`src/rtl/pipe_ctrl_pkg.sv`:
```
// -----------------------------------------------------------------------------
// pipe_ctrl_pkg
// Shared definitions for the pipeline stage controller and the hazard
// detection unit.
//   - pipe_state_e : controller FSM state encoding
//   - req_e        : hazard request kinds; the numeric value is the priority,
//                    so a larger value always wins
//   - NOP_CTRL     : control-field encoding injected as a bubble
//   - pick_req()   : resolves simultaneous requests to the winning one
// -----------------------------------------------------------------------------
package pipe_ctrl_pkg;

    typedef enum logic [1:0] {
        ST_NORMAL = 2'd0,
        ST_BUBBLE = 2'd1,
        ST_FLUSH  = 2'd2,
        ST_FREEZE = 2'd3
    } pipe_state_e;

    // Encoded so that the numerically larger request has the higher priority
    typedef enum logic [1:0] {
        REQ_NONE = 2'd0,
        REQ_LD   = 2'd1,
        REQ_BR   = 2'd2,
        REQ_FRZ  = 2'd3
    } req_e;

    localparam logic [1:0] PRIO_LD  = 2'd1;
    localparam logic [1:0] PRIO_BR  = 2'd2;
    localparam logic [1:0] PRIO_FRZ = 2'd3;

    // Control encoding placed into the stage that receives a bubble
    localparam logic [5:0] NOP_CTRL = 6'd63;

    // Returns the highest-priority active request: freeze > branch > load-use
    function automatic req_e pick_req(input logic ld, input logic br, input logic frz);
        req_e r;
        if (frz) begin
            r = REQ_FRZ;
        end else if (br) begin
            r = REQ_BR;
        end else if (ld) begin
            r = REQ_LD;
        end else begin
            r = REQ_NONE;
        end
        return r;
    endfunction

endpackage

```
`src/rtl/pipe_ctrl_cnt.sv`:
```
// -----------------------------------------------------------------------------
// pipe_ctrl_cnt
// Freeze down-counter plus saturating stall-cycle performance counter.
// All state changes on the falling clock edge.
// Ports:
//   Clk          : clock (falling-edge active)
//   Rst          : asynchronous active-high reset
//   load_i       : load the freeze counter with load_val_i
//   load_val_i   : freeze length to load (already adjusted so it is never 0)
//   dec_i        : decrement the freeze counter
//   stall_any_i  : current cycle has at least one stall bit set
//   frz_cnt_o    : freeze counter value
//   stall_cnt_o  : saturating count of stalled cycles
// -----------------------------------------------------------------------------
module pipe_ctrl_cnt #(
    parameter int CNT_W  = 4,
    parameter int PERF_W = 16
) (
    input  logic              Clk,
    input  logic              Rst,
    input  logic              load_i,
    input  logic [CNT_W-1:0]  load_val_i,
    input  logic              dec_i,
    input  logic              stall_any_i,
    output logic [CNT_W-1:0]  frz_cnt_o,
    output logic [PERF_W-1:0] stall_cnt_o
);

    localparam logic [CNT_W-1:0]  CNT_ZERO  = {CNT_W{1'b0}};
    localparam logic [CNT_W-1:0]  CNT_ONE   = CNT_W'(1'b1);
    localparam logic [PERF_W-1:0] PERF_ZERO = {PERF_W{1'b0}};
    localparam logic [PERF_W-1:0] PERF_ONE  = PERF_W'(1'b1);
    localparam logic [PERF_W-1:0] PERF_MAX  = {PERF_W{1'b1}};

    logic [CNT_W-1:0]  frz_cnt_q;
    logic [CNT_W-1:0]  frz_cnt_d;
    logic [PERF_W-1:0] perf_q;
    logic [PERF_W-1:0] perf_d;

    // Next value of the freeze counter: load wins over decrement, never underflows
    always_comb begin
        frz_cnt_d = frz_cnt_q;
        if (load_i) begin
            frz_cnt_d = load_val_i;
        end else if (dec_i && (frz_cnt_q != CNT_ZERO)) begin
            frz_cnt_d = frz_cnt_q - CNT_ONE;
        end else begin
            frz_cnt_d = frz_cnt_q;
        end
    end

    // Next value of the stall-cycle counter, holding at all-ones
    always_comb begin
        perf_d = perf_q;
        if (stall_any_i && (perf_q != PERF_MAX)) begin
            perf_d = perf_q + PERF_ONE;
        end else begin
            perf_d = perf_q;
        end
    end

    // Counter registers, cleared asynchronously by reset
    always_ff @(negedge Clk or posedge Rst) begin
        if (Rst) begin
            frz_cnt_q <= CNT_ZERO;
            perf_q    <= PERF_ZERO;
        end else begin
            frz_cnt_q <= frz_cnt_d;
            perf_q    <= perf_d;
        end
    end

    assign frz_cnt_o   = frz_cnt_q;
    assign stall_cnt_o = perf_q;

endmodule

```
`src/rtl/pipe_stage_ctrl.sv`:
```
// -----------------------------------------------------------------------------
// pipe_stage_ctrl
// Pipeline stage controller: turns load-use, branch and freeze requests into
// per-stage stall / flush controls and a bubble (nop) indication.
// State changes on the falling edge of Clk so the Moore outputs are stable
// through the following high phase, when the stage registers sample them.
// Ports:
//   Clk         : clock (falling-edge active)
//   Rst         : asynchronous active-high reset
//   ld_use_req  : load-use hazard -> stall lower stages, bubble at BUBBLE_AT
//   br_req      : taken branch/jump -> flush stages 1..FLUSH_DEPTH
//   frz_req     : multi-cycle freeze request
//   frz_len     : freeze length in cycles (0 behaves as 1)
//   stall       : per-stage hold (bit 0 = PC ... bit 4 = MEM_WB)
//   flush       : per-stage clear
//   nop         : controls entering stage BUBBLE_AT are forced to NOP_CTRL
//   busy        : controller is not in NORMAL
//   stall_cnt   : saturating count of cycles with any stall bit set
// -----------------------------------------------------------------------------
module pipe_stage_ctrl
    import pipe_ctrl_pkg::*;
#(
    parameter int NUM_STAGES  = 5,
    parameter int BUBBLE_AT   = 2,
    parameter int FLUSH_DEPTH = 1,
    parameter int CNT_W       = 4,
    parameter int PERF_W      = 16
) (
    input  logic                  Clk,
    input  logic                  Rst,
    input  logic                  ld_use_req,
    input  logic                  br_req,
    input  logic                  frz_req,
    input  logic [CNT_W-1:0]      frz_len,
    output logic [NUM_STAGES-1:0] stall,
    output logic [NUM_STAGES-1:0] flush,
    output logic                  nop,
    output logic                  busy,
    output logic [PERF_W-1:0]     stall_cnt
);

    // Elaboration-time parameter sanity checks
    if (BUBBLE_AT > NUM_STAGES - 1) begin : g_bad_bubble_at
        $error("pipe_stage_ctrl: BUBBLE_AT must be <= NUM_STAGES-1");
    end
    if (FLUSH_DEPTH > NUM_STAGES - 1) begin : g_bad_flush_depth
        $error("pipe_stage_ctrl: FLUSH_DEPTH must be <= NUM_STAGES-1");
    end
    if (CNT_W < 1) begin : g_bad_cnt_w
        $error("pipe_stage_ctrl: CNT_W must be >= 1");
    end

    localparam logic [CNT_W-1:0]      CNT_ZERO   = {CNT_W{1'b0}};
    localparam logic [CNT_W-1:0]      CNT_ONE    = CNT_W'(1'b1);
    localparam logic [NUM_STAGES-1:0] STAGE_NONE = {NUM_STAGES{1'b0}};
    localparam logic [NUM_STAGES-1:0] STAGE_ALL  = {NUM_STAGES{1'b1}};

    pipe_state_e state_q;
    pipe_state_e state_d;
    logic        pend_q;
    logic        pend_d;

    logic [NUM_STAGES-1:0] stall_q;
    logic [NUM_STAGES-1:0] stall_d;
    logic [NUM_STAGES-1:0] flush_q;
    logic [NUM_STAGES-1:0] flush_d;
    logic                  nop_q;
    logic                  nop_d;
    logic                  busy_q;
    logic                  busy_d;

    logic [NUM_STAGES-1:0] bubble_mask_s;
    logic [NUM_STAGES-1:0] flush_mask_s;
    logic [CNT_W-1:0]      frz_cnt_s;
    logic [CNT_W-1:0]      frz_load_val_s;
    logic                  cnt_load_s;
    logic                  cnt_dec_s;
    req_e                  win_s;

    // Constant stage masks: stages below the bubble point hold; 1..FLUSH_DEPTH clear
    for (genvar i = 0; i < NUM_STAGES; i++) begin : g_mask
        assign bubble_mask_s[i] = (i < BUBBLE_AT);
        assign flush_mask_s[i]  = (i >= 1) && (i <= FLUSH_DEPTH);
    end

    // A zero freeze length still freezes for one cycle
    assign frz_load_val_s = (frz_len == CNT_ZERO) ? CNT_ONE : frz_len;
    assign win_s          = pick_req(ld_use_req, br_req, frz_req);

    // Next-state logic, pending-flush bookkeeping and freeze counter control
    always_comb begin
        state_d    = state_q;
        pend_d     = pend_q;
        cnt_load_s = 1'b0;
        cnt_dec_s  = 1'b0;
        case (state_q)
            ST_FREEZE: begin
                if (frz_cnt_s == CNT_ONE) begin
                    if (frz_req) begin
                        // Request on the final cycle extends the freeze
                        state_d    = ST_FREEZE;
                        cnt_load_s = 1'b1;
                        pend_d     = pend_q | br_req;
                    end else if (pend_q || br_req) begin
                        state_d = ST_FLUSH;
                        pend_d  = 1'b0;
                    end else begin
                        state_d = ST_NORMAL;
                        pend_d  = 1'b0;
                    end
                end else begin
                    // Earlier freeze cycles: only a branch is remembered
                    state_d   = ST_FREEZE;
                    cnt_dec_s = 1'b1;
                    pend_d    = pend_q | br_req;
                end
            end
            default: begin
                // NORMAL, BUBBLE and FLUSH all decide like NORMAL, except a
                // load-use request is dropped while busy (it is re-raised).
                case (win_s)
                    REQ_FRZ: begin
                        state_d    = ST_FREEZE;
                        cnt_load_s = 1'b1;
                        pend_d     = br_req;
                    end
                    REQ_BR: begin
                        state_d = ST_FLUSH;
                        pend_d  = 1'b0;
                    end
                    REQ_LD: begin
                        if (state_q == ST_NORMAL) begin
                            state_d = ST_BUBBLE;
                        end else begin
                            state_d = ST_NORMAL;
                        end
                        pend_d = 1'b0;
                    end
                    default: begin
                        state_d = ST_NORMAL;
                        pend_d  = 1'b0;
                    end
                endcase
            end
        endcase
    end

    // Moore output decode from the next state, registered alongside the state
    always_comb begin
        stall_d = STAGE_NONE;
        flush_d = STAGE_NONE;
        nop_d   = 1'b0;
        case (state_d)
            ST_NORMAL: begin
                stall_d = STAGE_NONE;
                flush_d = STAGE_NONE;
                nop_d   = 1'b0;
            end
            ST_BUBBLE: begin
                stall_d = bubble_mask_s;
                nop_d   = 1'b1;
            end
            ST_FLUSH: begin
                flush_d = flush_mask_s;
            end
            ST_FREEZE: begin
                stall_d = STAGE_ALL;
            end
            default: begin
                stall_d = STAGE_NONE;
                flush_d = STAGE_NONE;
                nop_d   = 1'b0;
            end
        endcase
        busy_d = (state_d != ST_NORMAL);
    end

    // State, pending flag and output registers; reset drops everything at once
    always_ff @(negedge Clk or posedge Rst) begin
        if (Rst) begin
            state_q <= ST_NORMAL;
            pend_q  <= 1'b0;
            stall_q <= STAGE_NONE;
            flush_q <= STAGE_NONE;
            nop_q   <= 1'b0;
            busy_q  <= 1'b0;
        end else begin
            state_q <= state_d;
            pend_q  <= pend_d;
            stall_q <= stall_d;
            flush_q <= flush_d;
            nop_q   <= nop_d;
            busy_q  <= busy_d;
        end
    end

    pipe_ctrl_cnt #(
        .CNT_W  (CNT_W),
        .PERF_W (PERF_W)
    ) u_cnt (
        .Clk         (Clk),
        .Rst         (Rst),
        .load_i      (cnt_load_s),
        .load_val_i  (frz_load_val_s),
        .dec_i       (cnt_dec_s),
        .stall_any_i (|stall_q),
        .frz_cnt_o   (frz_cnt_s),
        .stall_cnt_o (stall_cnt)
    );

    assign stall = stall_q;
    assign flush = flush_q;
    assign nop   = nop_q;
    assign busy  = busy_q;

endmodule

```
`config.mk`:
```
export PLATFORM = sky130hd
export DESIGN_NAME = pipe_stage_ctrl
export DESIGN_NICKNAME = d
export VERILOG_FILES = /design/src/rtl/pipe_ctrl_pkg.sv /design/src/rtl/pipe_ctrl_cnt.sv /design/src/rtl/pipe_stage_ctrl.sv
export SDC_FILE = /design/constraint.sdc
export NUM_CORES = 1
export LEC_CHECK = 0
export CAP_MARGIN = 25
export CORE_MARGIN = 2
export CORE_UTILIZATION = 28
export DETAILED_ROUTE_END_ITERATION = 16
export PLACE_DENSITY_LB_ADDON = 0.25
export SYNTH_ARGS = -nofsm -noshare
export SYNTH_HDL_FRONTEND = slang
export SYNTH_HIERARCHICAL = 1
export SYNTH_SLANG_ARGS = --single-unit
```
`constraint.sdc`:
```
create_clock -name Clk -period 4.1 [get_ports Clk]
set_input_delay 0.82 -clock Clk [delete_from_list [all_inputs] [get_ports Clk]]
set_output_delay 0.82 -clock Clk [all_outputs]
set_load 0.03 [all_outputs]
```
==> results of run 1 <==
==> final timing paths <==
kind | start | endpoint | slack (ns)
worst max-delay path | u_cnt/stall_cnt_o[6]$_DFFE_NP0P_ | stall_cnt[6] | 0.09
worst min-delay path | u_cnt/stall_cnt_o[6]$_DFFE_NP0P_ | u_cnt/stall_cnt_o[6]$_DFFE_NP0P_ | 0.46
worst max register to register | u_cnt/stall_cnt_o[1]$_DFFE_NP0P_ | u_cnt/stall_cnt_o[1]$_DFFE_NP0P_ | 2.17
worst min register to register | u_cnt/stall_cnt_o[6]$_DFFE_NP0P_ | u_cnt/stall_cnt_o[6]$_DFFE_NP0P_ | 0.46
max in group asynchronous | Rst | u_cnt/stall_cnt_o[11]$_DFFE_NP0P_ | 1.02
min in group asynchronous | Rst | stall[3]$_DFF_NP0_ | 2.74
==> routing by layer <==
metal  vias to the layer above  share of wire
met4                         0         0.0028
met1                       506           0.44
met3                         2          0.062
met5                         -              0
met2                        41           0.49
li1                        540              -
==> registers in the layout, summed over array words and instances, names as in the netlist <==
name and count:
pend_q 1, stall 2, u_cnt/stall_cnt_o 16, u_cnt/frz_cnt_o 4, state_q 2, flush 1, nop 1, busy 1
==> worst reg2reg max path, delay by kind of cell (launching register included) <==
family                   cells  cell delay [ns]
flip-flops                   1             0.42
adder cells (fa/ha/maj)      1             0.24
multiplexers                 1             0.31
AND/OR/NAND/NOR              3             0.68
buffers and inverters        1             0.12
==> placed cells by master (no fill, tap or decap), types with 2 or more instances in the layout <==
cell type                          n
sky130_fd_sc_hd__nor2_1            8
sky130_fd_sc_hd__xnor2_1           9
sky130_fd_sc_hd__o21ai_0           3
sky130_fd_sc_hd__or2_2             2
sky130_fd_sc_hd__inv_1             7
sky130_fd_sc_hd__mux2_2            2
sky130_fd_sc_hd__clkdlybuf4s50_1   8
sky130_fd_sc_hd__nand3_1           9
sky130_fd_sc_hd__xor2_1            5
sky130_fd_sc_hd__nand2_1           5
sky130_fd_sc_hd__clkbuf_8          3
sky130_fd_sc_hd__dfrtn_1          28
sky130_fd_sc_hd__conb_1            4
sky130_fd_sc_hd__nand4_2           2
sky130_fd_sc_hd__ha_1              2
sky130_fd_sc_hd__buf_4            19
sky130_fd_sc_hd__nor4_1            3
sky130_fd_sc_hd__a21oi_1           3
sky130_fd_sc_hd__nor3_1            3
sky130_fd_sc_hd__and2_4            2
sky130_fd_sc_hd__nand4_1           8
sky130_fd_sc_hd__dlygate4sd2_1    17
sky130_fd_sc_hd__and4_1            3
sky130_fd_sc_hd__o21a_1            2
==> cell families after synthesis <==
kind of cell | count (synthesis) | synth area share
AND/OR/NAND/NOR | 54 | 0.239
adder cells (fa/ha/maj) | 2 | 0.0178
multiplexers | 4 | 0.0311
AO/OA/AOI/OAI | 13 | 0.0604
flip-flops | 28 | 0.498
XOR/XNOR | 14 | 0.0871
buffers and inverters | 17 | 0.0640
other | 1 | 0.00266
==> power by group <==
group | leakage [nW] | switching [mW] | internal (mW)
clock | 0.0357 | 0.0864 | 0.131
combinational | 0.457 | 0.334 | 0.239
sequential | 0.339 | 0.0762 | 0.367
==> layout make-up <==
type                            count  area [sq um]
Inverter                            7          26.3
Tap cell                           67          83.8
Fill cell                         462          2900
Multi-Input combinational cell     91           628
Clock buffer                        3          41.3
Sequential cell                    28           701
Timing Repair Buffer               44           372
Clock inverter                      1          30.0
==> repair_timing <==
item,CTS,global route
setup buffers,0,0
endpoints found under the setup margin,17,0
hold buffers,0,0
resized for setup,17,0
==> qor.txt, run 1 <==
RUN STATUS
---------------------------------------------------------------------------------
Status ............................................................. finished, final reports clean

LAYOUT
---------------------------------------------------------------------------------
Final Instance Count excl. Fillers .................................          241
Area grow syn2layout ...............................................        33.7%
Number of diodes added for antenna fixing ..........................            0
Final net count ....................................................          186
Cell area after layout .............................................   1880 sq um
Ratio of cells with drive above 1 in the final layout ..............        0.213
Final core utilization .............................................        0.393

SETUP PATH
---------------------------------------------------------------------------------
Worst r2r path cells ...............................................            6
CP arrival .........................................................      3.19 ns
Required time at the worst-slack endpoint ..........................      3.28 ns
Critical-path cell with the highest stage delay .................... sky130_fd_sc_hd__dfrtn_1
Gate family responsible for the most delay along the worst path ....   flip-flops
Element type at the critical path start ............................    flip-flop
Maximum single-stage delay on the critical path ....................      0.45 ns
Number of buffer and inverter instances along the worst setup path .            1
Critical path endpoint category .................................... primary output
Largest driver fanout on the critical path .........................            3
Critical Path Stages ...............................................            1
Worst Setup Path Type ..............................................      reg2out
Cells traversed along the worst timing path ........................ dlygate4sd2_1

GLOBAL ROUTE
---------------------------------------------------------------------------------
Global Route met1 Usage ............................................        0.132
Global-route layer with the greatest usage .........................         met2
Leftover overflow at the end of global routing .....................            0
All-Layer GR Usage .................................................        0.112
Initial antenna violation count ....................................            0
Met3 usage .........................................................       0.0308
Met2 demand-to-capacity share in global routing ....................        0.197
Pin count of the biggest net entering global routing ...............           21
Global-route wire length before repair .............................      4770 um
Number of global-route vias before repair ..........................        1,061

DETAILED ROUTING
---------------------------------------------------------------------------------
Average via count per standard cell ................................         4.52
Violation count after the first detailed-routing iteration .........           31
Wire per inst ......................................................      11.9 um
Antenna violation net count after detailed routing .................            0
Via total after detailed routing ...................................        1,089
Routed wire length .................................................      2870 um
Router iterations before antenna repair ............................            4
DRC violations left ................................................            0

FLOORPLANNING
---------------------------------------------------------------------------------
Effective utilization at floorplan .................................        0.294
Height of the chip .................................................      74.9 um
Core ar. ...........................................................   4790 sq um
Count of boundary I/O pins .........................................           37
FP Rows ............................................................           25
Die W ..............................................................      74.9 um
Die area ...........................................................   5610 sq um

STA
---------------------------------------------------------------------------------
Total setup violations reported at the end of the flow .............            0
Pin slew with the least headroom to its limit ......................     0.623 ns
Setup repair after global routing missed its margin ................           no
Hold Fails Final Rpt ...............................................            0
Worst setup slack after layout .....................................    0.0878 ns
Slew Viols, Final ..................................................            0
Setup Total Neg Slack ..............................................         0 ns
Fin Clk Skew .......................................................   0.00159 ns
Hold slack .........................................................     0.462 ns
Max-slew headroom at the worst pin .................................        0.581

CLOCKING
---------------------------------------------------------------------------------
CTS buffer count ...................................................            3
H-tree levels ......................................................            1
Clock latency on the worst-skew pair ...............................      0.28 ns
Maximum clock path buffer count ....................................            2
Clk sink count .....................................................           28
Cell at the root of the clock tree ................................. sky130_fd_sc_hd__clkbuf_8
CTS tree ...........................................................         done
Worst-path clk slew ................................................      0.06 ns

HOLD PATH
---------------------------------------------------------------------------------
Worst hold path depth ..............................................            1
Worst Hold Class ...................................................      reg2reg

YOSYS
---------------------------------------------------------------------------------
Syn avg cell area ..................................................   10.6 sq um
Cell types occupying the most area after synthesis ................. sky130_fd_sc_hd__dfrtn_1 (50%), sky130_fd_sc_hd__xnor2_1 (5.6%), sky130_fd_sc_hd__buf_4 (3.7%)
Count of flip-flops with a built-in enable after synthesis .........            0
Fraction of registers with async set or reset after synthesis ......         1.00
Yosys reg bits .....................................................           28
YS warnings ........................................................            6
Most common cell in the synthesized netlist ........................ sky130_fd_sc_hd__dfrtn_1
Area leader, netlist ............................................... sky130_fd_sc_hd__dfrtn_1
Number of distinct library cells after synthesis ...................           38
Synthesized cell area ..............................................   1410 sq um
Most common library cells after synthesis .......................... sky130_fd_sc_hd__dfrtn_1 (28), sky130_fd_sc_hd__nand3_1 (9), sky130_fd_sc_hd__xnor2_1 (9), sky130_fd_sc_hd__nand4_1 (8), sky130_fd_sc_hd__nor2_1 (8)
Sequential-to-total area share from yosys stat .....................        0.498
Most frequently used flop master after synthesis ................... sky130_fd_sc_hd__dfrtn_1
Synthesized instance count .........................................          133
Top cell type's share of synthesized area ..........................        0.498

FLOW RUN
---------------------------------------------------------------------------------
MaxCap Viol Count ..................................................            0

POWER
---------------------------------------------------------------------------------
Worst vdd ir .......................................................     0.352 mV
Leakage ............................................................     0.831 nW
Pwr per Cell Area ..................................................  655 nW/um^2
Total power consumption of the routed design .......................      1.23 mW

PLACED DESIGN
---------------------------------------------------------------------------------
Instance area after placement ......................................   1830 sq um
Number of I/O port buffers .........................................           32
Post-placement cell count ..........................................          237
Worst Setup Slack post-DPL .........................................   -0.0136 ns
Final GP Congestion ................................................        0.863
Post-DP HPWL .......................................................      2220 um

No activity file was read; power rests on OpenSTA's default activity.
==> run 2, diff against run 1 <==
--- a/config.mk
+++ b/config.mk
@@ -9,7 +9,7 @@
 export CORE_MARGIN = 2
 export CORE_UTILIZATION = 28
 export DETAILED_ROUTE_END_ITERATION = 16
-export PLACE_DENSITY_LB_ADDON = 0.25
+export PLACE_DENSITY = 0.54
 export SYNTH_ARGS = -nofsm -noshare
 export SYNTH_HDL_FRONTEND = slang
 export SYNTH_HIERARCHICAL = 1
==> qor.txt, run 2 (synthesis results as in run 1) <==
LAYOUT
----------------------------------------------------------------------------------
Filler Cell Count ...................................................          464   +0.43%
Flip-flop count of the largest register, all copies and words added .           16   unchanged
Number of diodes added for antenna fixing ...........................            0   unchanged
Final net count .....................................................          190   +2.2%
Cell area after layout ..............................................   1910 sq um   +1.7%
Footprint of the flip-flops and latches .............................    701 sq um   unchanged
Ratio of cells with drive above 1 in the final layout ...............        0.208   -0.00478
Area grow syn2layout ................................................        35.9%
Commonest cells after routing, fill and taps aside .................. sky130_fd_sc_hd__dfrtn_1 (28), sky130_fd_sc_hd__dlygate4sd2_1 (21), sky130_fd_sc_hd__buf_4 (18)
Multi-input gate area in the final layout ...........................    628 sq um   unchanged
Commonest non-fill, non-tap cell in the layout ...................... sky130_fd_sc_hd__dfrtn_1
Final Instance Count excl. Fillers ..................................          245   +1.7%

FLOORPLANNING
----------------------------------------------------------------------------------
Effective utilization at floorplan ..................................        0.294   unchanged
Count of boundary I/O pins ..........................................           37   unchanged
FP Rows .............................................................           25   unchanged
Die area ............................................................   5610 sq um   unchanged
Height of the chip ..................................................      74.9 um   unchanged
Die W ...............................................................      74.9 um   unchanged
Core ar. ............................................................   4790 sq um   unchanged

SETUP PATH
----------------------------------------------------------------------------------
Cells traversed along the worst timing path ......................... dlygate4sd2_1
Critical path endpoint category ..................................... primary output
Critical-path cell with the highest stage delay ..................... sky130_fd_sc_hd__dfrtn_1
CP arrival ..........................................................      3.21 ns   +0.02 ns
Largest driver fanout on the critical path ..........................            3   unchanged
Critical Path Stages ................................................            1   unchanged
Worst Setup Path Type ...............................................      reg2out
Element type at the critical path start .............................    flip-flop
Number of buffer and inverter instances along the worst setup path ..            1   unchanged
Required time at the worst-slack endpoint ...........................      3.28 ns   about the same
Worst r2r path cells ................................................            5   -1
Maximum single-stage delay on the critical path .....................      0.46 ns   about the same
Gate family responsible for the most delay along the worst path .....   flip-flops

FLOW RUN
----------------------------------------------------------------------------------
MaxCap Viol Count ...................................................            0   unchanged

STA
----------------------------------------------------------------------------------
Fin Clk Skew ........................................................   0.00336 ns   +0.00177 ns
Slew Viols, Final ...................................................            0   unchanged
Hold Fails Final Rpt ................................................            0   unchanged
Pin slew with the least headroom to its limit .......................     0.672 ns   +0.0490 ns
Setup repair after global routing missed its margin .................           no
Max-slew headroom at the worst pin ..................................        0.548   -0.0330
Total setup violations reported at the end of the flow ..............            0   unchanged

POWER
----------------------------------------------------------------------------------
Worst vdd ir ........................................................     0.248 mV   -30%
Switching fraction of total power ...................................        0.410   +0.00663
Combinational Power Share ...........................................        0.501   +0.036
Seq pwr share .......................................................        0.358   about the same
Clk pwr share .......................................................        0.142   -0.034
Sw power ............................................................       495 uW   -0.43%
Pwr per Cell Area ...................................................  631 nW/um^2   -3.6%
Leakage .............................................................     0.857 nW   +3.0%
Internal power ......................................................       713 uW   -3.1%

HOLD PATH
----------------------------------------------------------------------------------
Worst hold path depth ...............................................            2   +1
Worst Hold Class ....................................................      reg2reg

CLOCKING
----------------------------------------------------------------------------------
Maximum clock path buffer count .....................................            2   unchanged
Count of hold-fix buffers inserted at cts ...........................            0   unchanged
Clk sink count ......................................................           28   unchanged
CTS tree ............................................................         done
Worst-path clk slew .................................................      0.06 ns   about the same
Cell at the root of the clock tree .................................. sky130_fd_sc_hd__clkbuf_8
Clock latency on the worst-skew pair ................................      0.28 ns   about the same
CTS buffer count ....................................................            3   unchanged
H-tree levels .......................................................            1   unchanged

PLACED DESIGN
----------------------------------------------------------------------------------
Number of I/O port buffers ..........................................           32   unchanged
Instance area after placement .......................................   1880 sq um   +2.9%
Post-placement cell count ...........................................          241   +1.7%
Final GP Congestion .................................................        0.806   -6.6%
Post-DP HPWL ........................................................      2330 um   +4.9%

DETAILED ROUTING
----------------------------------------------------------------------------------
Wire per inst .......................................................      11.8 um   -1.1%
Antenna violation net count after detailed routing ..................            0   unchanged
Violation count after the first detailed-routing iteration ..........           46   +48%
Via total after detailed routing ....................................        1,086   -0.28%
Router iterations before antenna repair .............................            4   unchanged
DRC violations left .................................................            0   unchanged
Routed wire length ..................................................      2890 um   +0.59%
Average via count per standard cell .................................         4.43   -1.9%

GLOBAL ROUTE
----------------------------------------------------------------------------------
Pin count of the biggest net entering global routing ................           21   unchanged
Number of global-route vias before repair ...........................        1,125   +6.0%
Global-route wire length before repair ..............................      4880 um   +2.3%
Initial antenna violation count .....................................            0   unchanged
Leftover overflow at the end of global routing ......................            0   unchanged
All-Layer GR Usage ..................................................        0.112   unchanged

RUN STATUS
----------------------------------------------------------------------------------
Status .............................................................. finished, final reports clean

## run 2: layer usage
layer / vias to the layer above / share of wire / GRT usage
met5: - / 0 / 0
met2: 31 / 0.49 / 0.198
li1: 549 / - / -
met1: 504 / 0.45 / 0.139
met3: 2 / 0.057 / 0.0254
met4: 0 / 0.0021 / 0.0238
## run 2: power by group through the flow
| stage | combinational, mW | sequential [mW] | clock (mW) |
|---|---|---|---|
| floorplan | 0.290 | 0.547 | 0 |
| global placement | 0.630 | 0.434 | 0 |
| detailed placement | 0.647 | 0.441 | 0 |
| CTS | 0.611 | 0.434 | 0.177 |
| global route | 0.660 | 0.444 | 0.194 |
| finish | 0.605 | 0.432 | 0.171 |
## run 2: final timing paths
kind / startpoint / endpoint / slack (ns)
max: u_cnt/stall_cnt_o[6]$_DFFE_NP0P_ / stall_cnt[6] / 0.07
min reg2reg: pend_q$_DFF_NP0_ / pend_q$_DFF_NP0_ / 0.50
min in group asynchronous: Rst / stall[1]$_DFF_NP0_ / 2.74
max reg2reg: u_cnt/stall_cnt_o[0]$_DFFE_NP0P_ / u_cnt/stall_cnt_o[1]$_DFFE_NP0P_ / 2.14
max in group asynchronous: Rst / u_cnt/stall_cnt_o[11]$_DFFE_NP0P_ / 1.03
min: pend_q$_DFF_NP0_ / pend_q$_DFF_NP0_ / 0.50
## run 2: final cells by class
class,instances,share of cell area
Clock buffer,4,0.0288
Inverter,7,0.0137
Multi-Input combinational cell,91,0.328
Sequential cell,28,0.366
Tap cell,67,0.0438
Timing Repair Buffer,48,0.219
## run 2: through the flow
stage / utilization / hold WS [ns] / worst slack, ns / TNS (ns) / total power [mW]
after global routing: 0.400 / 0.509 / 0.0362 / 0 / 1.30
after global placement: 0.394 / 0.446 / 0.0291 / 0 / 1.06
after detailed placement: 0.394 / 0.497 / -0.0268 / -0.0437 / 1.09
after CTS: 0.400 / 0.503 / 0.0619 / 0 / 1.22
final: 0.400 / 0.497 / 0.0748 / 0 / 1.21
after floorplan: - / 0.460 / 0.432 / 0 / 0.837
## run 2: what timing repair did
item | CTS | global route
buffers inserted | 0 | 0
endpoints found under the setup margin | 21 | 0
gates resized for setup | 21 | 0
